**config.mk**
```make
export PLATFORM = sky130hd
export DESIGN_NAME = inst_dispatch
export DESIGN_NICKNAME = d
export VERILOG_FILES = /design/src/rtl/inst_dispatch.sv
export SDC_FILE = /design/constraint.sdc
export NUM_CORES = 1
export LEC_CHECK = 0
export BUFFER_PORTS_ARGS = -buffer_cell sky130_fd_sc_hd__clkbuf_2
export CAP_MARGIN = 10
export CORE_MARGIN = 2
export CORE_UTILIZATION = 49
export CTS_CLUSTER_SIZE = 25
export DETAILED_ROUTE_END_ITERATION = 7
export HOLD_SLACK_MARGIN = 0.08
export PLACE_DENSITY = 0.84
export SLEW_MARGIN = 20
export SYNTH_ARGS = -nofsm -noshare
export SYNTH_HDL_FRONTEND = slang
export SYNTH_SLANG_ARGS = --single-unit
```
**constraint.sdc**
```tcl
create_clock -name clk -period 2.2 [get_ports clk]
set_input_delay 0.44 -clock clk [delete_from_list [all_inputs] [get_ports clk]]
set_output_delay 0.44 -clock clk [all_outputs]
set_load 0.01 [all_outputs]
```
**src/rtl/inst_dispatch.sv**
```systemverilog
// inst_dispatch: instruction fetch/dispatch stage below the Frodo sequencer.
// Fetches a 16-bit word from the program ROM at {mode, pc} and decodes it.
// It then pulses the start of the selected functional unit, waits for that
// unit's done, and returns a one-cycle inst_done pulse.
// Optional feature macro: DISPATCH_TIMEOUT_EN (abort WAIT after TIMEOUT cycles).
module inst_dispatch #(
   parameter int NUM_UNITS = 4,
   parameter int TIMEOUT   = 4096
) (
   input  logic                 clk,
   input  logic                 rst,
   input  logic                 inst_valid,
   input  logic [7:0]           pc,
   input  logic [1:0]           mode,
   input  logic [1:0]           level,
   output logic                 rom_en,
   output logic [9:0]           rom_addr,
   input  logic [15:0]          rom_rdata,
   output logic [NUM_UNITS-1:0] unit_start,
   input  logic [NUM_UNITS-1:0] unit_done,
   output logic [3:0]           op_code,
   output logic [8:0]           op_arg,
   output logic [1:0]           level_o,
   output logic                 busy,
   output logic                 inst_done,
   output logic                 err
);

   typedef enum logic [2:0] {
      S_IDLE   = 3'd0,
      S_FETCH  = 3'd1,
      S_DECODE = 3'd2,
      S_ISSUE  = 3'd3,
      S_WAIT   = 3'd4,
      S_DONE   = 3'd5
   } state_t;

   localparam logic [3:0] NUM_U4 = 4'(NUM_UNITS);

   state_t                state_r;
   state_t                state_nxt_s;
   logic [2:0]            unit_r;
   logic [2:0]            rd_unit_s;
   logic [NUM_UNITS-1:0]  rd_onehot_s;
   logic [NUM_UNITS-1:0]  act_onehot_s;
   logic                  done_sel_s;
   logic                  err_set_s;
   logic                  timeout_hit_s;

   assign rd_unit_s    = rom_rdata[15:13];
   assign rd_onehot_s  = NUM_UNITS'(1) << rd_unit_s;
   assign act_onehot_s = NUM_UNITS'(1) << unit_r;
   // Only the done bit of the unit that was actually started counts.
   assign done_sel_s   = |(unit_done & act_onehot_s);

`ifdef DISPATCH_TIMEOUT_EN
   localparam int CW = $clog2(TIMEOUT + 1);
   logic [CW-1:0] wait_cnt_r;

   // WAIT-cycle counter: cleared while entering WAIT, counts every WAIT cycle.
   always_ff @(posedge clk) begin
      if (rst) begin
         wait_cnt_r <= {CW{1'b0}};
      end else if (state_r == S_ISSUE) begin
         wait_cnt_r <= {CW{1'b0}};
      end else if (state_r == S_WAIT) begin
         wait_cnt_r <= wait_cnt_r + CW'(1);
      end else begin
         wait_cnt_r <= wait_cnt_r;
      end
   end

   // The counter is zero in the first WAIT cycle, so TIMEOUT-1 marks the last one.
   assign timeout_hit_s = (wait_cnt_r == CW'(TIMEOUT - 1));
`else
   assign timeout_hit_s = 1'b0;
`endif

   // Next-state decode plus error detection for illegal units, timeouts and overlapping requests.
   always_comb begin
      state_nxt_s = state_r;
      err_set_s   = 1'b0;
      case (state_r)
         S_IDLE: begin
            if (inst_valid) begin
               state_nxt_s = S_FETCH;
            end else begin
               state_nxt_s = S_IDLE;
            end
         end
         S_FETCH: state_nxt_s = S_DECODE;
         S_DECODE: begin
            if (rd_unit_s == 3'd7) begin
               state_nxt_s = S_DONE;
            end else if ({1'b0, rd_unit_s} >= NUM_U4) begin
               err_set_s   = 1'b1;
               state_nxt_s = S_DONE;
            end else begin
               state_nxt_s = S_ISSUE;
            end
         end
         S_ISSUE: state_nxt_s = S_WAIT;
         S_WAIT: begin
            if (done_sel_s) begin
               state_nxt_s = S_DONE;
            end else if (timeout_hit_s) begin
               err_set_s   = 1'b1;
               state_nxt_s = S_DONE;
            end else begin
               state_nxt_s = S_WAIT;
            end
         end
         S_DONE:  state_nxt_s = S_IDLE;
         default: state_nxt_s = S_IDLE;
      endcase
      // A new request while an instruction is in flight is dropped and flagged.
      if (inst_valid && (state_r != S_IDLE)) begin
         err_set_s = 1'b1;
      end else begin
         err_set_s = err_set_s;
      end
   end

   // State register and registered outputs derived from the upcoming state.
   always_ff @(posedge clk) begin
      if (rst) begin
         state_r    <= S_IDLE;
         unit_r     <= 3'd0;
         rom_en     <= 1'b0;
         rom_addr   <= 10'd0;
         unit_start <= {NUM_UNITS{1'b0}};
         op_code    <= 4'd0;
         op_arg     <= 9'd0;
         level_o    <= 2'd0;
         busy       <= 1'b0;
         inst_done  <= 1'b0;
         err        <= 1'b0;
      end else begin
         state_r    <= state_nxt_s;
         rom_en     <= (state_nxt_s == S_FETCH);
         busy       <= (state_nxt_s != S_IDLE);
         inst_done  <= (state_nxt_s == S_DONE);
         err        <= err | err_set_s;
         if (state_nxt_s == S_ISSUE) begin
            unit_start <= rd_onehot_s;
         end else begin
            unit_start <= {NUM_UNITS{1'b0}};
         end
         if ((state_r == S_IDLE) && inst_valid) begin
            rom_addr <= {mode, pc};
            level_o  <= level;
         end else begin
            rom_addr <= rom_addr;
            level_o  <= level_o;
         end
         if (state_r == S_DECODE) begin
            unit_r  <= rd_unit_s;
            op_code <= rom_rdata[12:9];
            op_arg  <= rom_rdata[8:0];
         end else begin
            unit_r  <= unit_r;
            op_code <= op_code;
            op_arg  <= op_arg;
         end
      end
   end

endmodule

```
==> metrics, run 1 <==
status=finished clean; Die W=58.5 um; pre-CTS setup slack=0.601 ns; WP buf/inv=0; RSZ-0062 raised after global routing=no; # port buffers=67; Final HPWL DP=2280 um; crit path max-delay cell type=or4b_1; Antenna Cells=0; I/O pins=68; number of gates resized after CTS=0; initial drt markers=29; gpl congestion=0.708; EDFF count, synth=0; Synth cell types=27; DRT Pass-1 Iters=3; number of synthesized register bits=39; clock root cell=clkbuf_4; Final #Nets=269; fillers=approximately 250; max_slew headroom=between 60% and 70%; required time worst endpoint=roughly 2.4 ns; commonest non-fill, non-tap cell in the layout=clkbuf_2; top_reg_cell synth=dfxtp_1; kind of cell adding the most delay to the critical path=simple AND/OR/NAND/NOR gates; maxcap violations=0; die height=58.5 um; Synth Net Count=204; setup TNS=0 ns; async set-reset flop share out of synthesis=0%; initial antenna violation count=0; Final setup viols=0; Core Rows=19; Core Region=about 0.0028 mm2; Util after Layout=66.9%; WHS=just over 0.3 ns; final WL=3150 um; clk_skew=roughly 0.0057 ns; TritonCTS clock tree=yes; Antenna Nets Post-Route=0; area delta synth->final=27.8%; drt drc=0; Mapped Cells=169; Fin. Hold Viols=0; initial core utilization=52.4%; clk sinks=39; die area=between 0.003 and 0.004 mm2; via density per instance=4.96; actual slew at the worst max-slew pin=0.534 ns; CTS HTree Levels=2; synth warn=0; wire length per cell=roughly 12 um; vias in the first global route=~1200; # hold bufs at CTS=0; first-pass GRT wire length=5060 um; DP Cell Count=258; vias=1319; Post-CTS Setup Inserts=0; Clk Latency, worst-skew pair=0.33 ns; Hold Path Class=in -> reg; worst-path fanout max=12; crit-path max cell delay=0.79 ns; crit-path cells=or4b_1 > nand2_1 > a21oi_1; critical setup path kind=reg -> reg; FF-to-FF setup slack=0.59 ns; VDD IR max=between 700 and 800 uV; non-filler cells in the finished layout=266; register area share after synthesis=a little over half; CP Capture Type=flip-flop; global-route usage over all layers=19.4%; Longest Clk Path Bufs=2; final global-route overflow total=0; min cycle time layout=about 1.6 ns; pwr dens=756 mW/mm2; Leak=0.000820 uW; crit path launch type=flip-flop; Pins Over Slew Limit=0; Clock Pin Slew Worst Setup and Hold Paths=0.11 ns; final worst setup slack=roughly 0.59 ns; Worst EP arrival=1.83 ns; layout cells sized above 1=35.3%; total CTS buffers=5; post-synthesis area per instance=around 8.6 um2; Post-Syn Area=0.00146 mm2; largest net degree at the start of global routing=36; Final Cycle Share=73.3%; most frequent cells in the layout=clkbuf_2, nand2_1, dfxtp_1; Fmax=between 600 and 700 MHz
## synthesized netlist by cell type, drive strengths merged, types with 2 or more instances
| library cell | count | area share, % |
|---|---|---|
| nand2 | 59 | 15 |
| buf | 6 | 2.6 |
| nor2 | 5 | 1.3 |
| clkbuf | 6 | 1.5 |
| a21oi | 29 | 10 |
| nor4b | 4 | 3.7 |
| nor3 | 5 | 1.7 |
| dfxtp | 39 | 54 |
| nor4 | 2 | 0.86 |
## layer usage
layer | vias to the layer above | GRT usage (%) | part of all wire, %
met2 | 35 | 32.1 | 49
met3 | 4 | 7.03 | 5.8
met4 | 0 | 5.98 | 1.0
met1 | 586 | 23.5 | 44
li1 | 694 | - | -
met5 | - | 0 | 0
## final timing paths
kind                                 start                  endpoint  depth (start not counted)
setup reg to reg     state_r[0]$_SDFF_PP0_  rom_addr[4]$_SDFFE_PP0P_                          3
setup / recovery     state_r[0]$_SDFF_PP0_  rom_addr[4]$_SDFFE_PP0P_                          3
hold / removal                       pc[3]  rom_addr[3]$_SDFFE_PP0P_                          3
hold reg to reg   rom_addr[0]$_SDFFE_PP0P_  rom_addr[0]$_SDFFE_PP0P_                          2
## cell type report
class | count | area, um2 | area share (%)
sequential | 39 | 781 | 41.9
multi-input combinational | 118 | 616 | 33.1
timing repair buffer | 70 | 358 | 19.2
clock buffer | 8 | 68.8 | 3.70
tap | 31 | 38.8 | 2.08
## cell families after synthesis
group,share of synthesized area [%]
and+or+nand+nor,27.4
DFF,53.6
AOI/OAI and AO/OA,12.0
buffers and inverters,4.12
muxes,2.23
xor gates and xnor gates,0.601
## state kept, by name, summed over array words and instances, names as in the netlist
signal      flops
unit_start      4
err             1
busy            1
inst_done       1
op_arg          9
unit_r          3
rom_en          1
state_r         3
level_o         2
op_code         4
rom_addr       10
## stage by stage
stage	area (um2)	total power (uW)
5_1_grt	1860	1470
6_report	1860	1410
2_1_floorplan	1460	928
3_3_place_gp	1790	1010
3_5_place_dp	1790	1010
4_1_cts	1860	1420
## power breakdown
part	internal, uW	total, uW	leakage [uW]	switching [uW]
logic	97.5	215	0.000463	118
registers	748	782	0.000318	34.6
clock network	188	410	0.0000386	221
total	1030	1410	0.000820	374
## worst register-to-register path: stages (launching register included)
cell	delay (ns)
dfxtp_1	0.47
or4b_1	0.80
nand2_1	0.16
a21oi_1	0.08
Note: power is estimated with default switching activity, not from simulation.
==> inputs of run 2 (changes only) <==
--- a/config.mk
+++ b/config.mk
@@ -8,11 +8,11 @@
 export BUFFER_PORTS_ARGS = -buffer_cell sky130_fd_sc_hd__clkbuf_2
 export CAP_MARGIN = 10
 export CORE_MARGIN = 2
-export CORE_UTILIZATION = 49
+export CORE_UTILIZATION = 41
 export CTS_CLUSTER_SIZE = 25
 export DETAILED_ROUTE_END_ITERATION = 7
 export HOLD_SLACK_MARGIN = 0.08
-export PLACE_DENSITY = 0.84
+export PLACE_DENSITY = 0.75
 export SLEW_MARGIN = 20
 export SYNTH_ARGS = -nofsm -noshare
 export SYNTH_HDL_FRONTEND = slang
==> constraint.sdc (replaced) <==
create_clock -name clk -period 1.4 [get_ports clk]
set_input_delay 0.28 -clock clk [delete_from_list [all_inputs] [get_ports clk]]
set_output_delay 0.28 -clock clk [all_outputs]
set_load 0.01 [all_outputs]
==> run 2 against run 1 <==
Against the previous run: power rose by 67%; clock power rose by 83%; highest routed layer unchanged; final cell count grew 8.3%; core utilization is 8.5 points lower; first-iteration DRC count rose by 66%; flip-flop and latch count did not move; sequential share of layout area is 2.0 points lower; routed wire length grew 4.2%; largest power group unchanged; critical endpoint is now rom_addr[8]$_SDFFE_PP0P_; global-route usage decreased by 1.5 points.
==> metrics, run 2 (synthesis results as in run 1) <==
initial drt markers=48; # hold bufs at CTS=0; vias=1361; total CTS buffers=5; drt drc=0; metal3 WL=229 um; Core Rows=21; WHS=0.126 ns; Antenna Nets Post-Route=0; status=finished clean; global-route usage over all layers=between 10% and 20%; initial antenna violation count=0; layout cells sized above 1=39.3%; max_slew headroom=75.6%; met1 wire length=between 1000 and 1500 um; # port buffers=67; Pins Over Slew Limit=0; Final HPWL DP=roughly 2400 um; Final #Nets=276; Core Region=roughly 0.0034 mm2; Final Cycle Share=a little over nine tenths; vias in the first global route=1287; pwr dens=1200 mW/mm2; Hold Path Class=in -> reg; Worst EP arrival=approximately 1.6 ns; VDD IR max=a little over 900 uV; CTS HTree Levels=2; Clk Latency, worst-skew pair=0.35 ns; Fmax=753 MHz; Final setup viols=0; critical setup path kind=reg -> reg; I/O pins=68; actual slew at the worst max-slew pin=around 0.37 ns; die height=63.6 um; via density per instance=4.73; DR WL met2=1540 um; max reg flops=10; Fin. Hold Viols=0; final global-route overflow total=0; clock root cell=clkbuf_4; clk sinks=39; Antenna Cells=0; largest net degree at the start of global routing=36; Leak=0.000866 uW; die area=0.00404 mm2; first-pass GRT wire length=around 5500 um; final WL=roughly 3300 um; crit path launch type=flip-flop; highest routed metal layer=met4; worst-path fanout max=12; final worst setup slack=0.0722 ns; min cycle time layout=1.33 ns; area delta synth->final=35.1%; DRT Pass-1 Iters=4; pre-CTS setup slack=-0.00860 ns; Longest Clk Path Bufs=2; biggest regs=rom_addr: 10 flops, op_arg: 9 flops; Die W=63.6 um; maxcap violations=0; clk_skew=~0.012 ns; RSZ-0062 raised after global routing=no; most frequent cells in the layout=clkbuf_2, nand2_1, dfxtp_1; required time worst endpoint=1.63 ns; commonest non-fill, non-tap cell in the layout=clkbuf_2; TritonCTS clock tree=yes; gpl congestion=0.725; wire length per cell=11.4 um; initial core utilization=43.3%; CP Capture Type=flip-flop; Clock Pin Slew Worst Setup and Hold Paths=0.12 ns; Reg with most FFs=rom_addr
run 2: cell count changes in the layout (fill, tap and decap cells not counted), moves of 2 or more:
cell	before	now
buf_4	3	9
dfxtp_1	39	36
clkbuf_8	2	0
dfxtp_2	0	3
run 2: worst paths after layout:
path / startpoint / to / slack [ns] / depth (start not counted)
worst max-delay path: state_r[0]$_SDFF_PP0_ / rom_addr[8]$_SDFFE_PP0P_ / 0.07 / 4
worst max register to register: state_r[0]$_SDFF_PP0_ / rom_addr[8]$_SDFFE_PP0P_ / 0.07 / 4
worst min register to register: op_arg[4]$_SDFFE_PP0N_ / op_arg[4]$_SDFFE_PP0N_ / 0.46 / 2
worst min-delay path: pc[3] / rom_addr[3]$_SDFFE_PP0P_ / 0.13 / 3
run 2: critical path, cell delays in order, from the launching register on:
cell     delay, ns
dfxtp_2       0.37
or4b_1        0.51
buf_4         0.19
nand2_1       0.08
a21oi_1       0.07
run 2: area by class of cell:
cell class | count | area [um2]
clock inverters | 3 | 43.8
repair buffers | 77 | 423
clock buffers | 5 | 37.5
well taps | 46 | 57.6
flip-flops and latches | 39 | 785
fillers | 343 | 1400
multi-input cells | 118 | 621
run 2: per-layer routing:
| metal | up-vias | global-route usage, % |
|---|---|---|
| met5 | - | 0 |
| met2 | 44 | 29.5 |
| met3 | 7 | 8.39 |
| li1 | 709 | - |
| met1 | 601 | 19.5 |
| met4 | 0 | 7.88 |
run 2: per-stage QoR:
step | TNS, ns | instance area [um2] | instances | utilization, % | total power, uW
floorplan | 0 | 1460 | 169 | - | 1460
global placement | -0.00535 | 1880 | 280 | 55.8 | 1620
detailed placement | -0.00914 | 1880 | 280 | 55.8 | 1630
CTS | 0 | 1960 | 288 | 58.4 | 2380
global route | 0 | 1970 | 288 | 58.5 | 2500
finish | 0 | 1970 | 288 | 58.5 | 2350
run 2: repair_timing:
| action | CTS | global route |
|---|---|---|
| pin swaps | 0 | 1 |
| setup buffers | 0 | 0 |
| endpoints found under the setup margin | 2 | 14 |
| resized for setup | 1 | 3 |
run 2: power breakdown:
part | internal, uW | switching (uW) | leakage, uW
clock network | 376 | 377 | 0.0000452
logic | 179 | 206 | 0.000501
registers | 1180 | 39.9 | 0.000319
total | 1730 | 622 | 0.000866
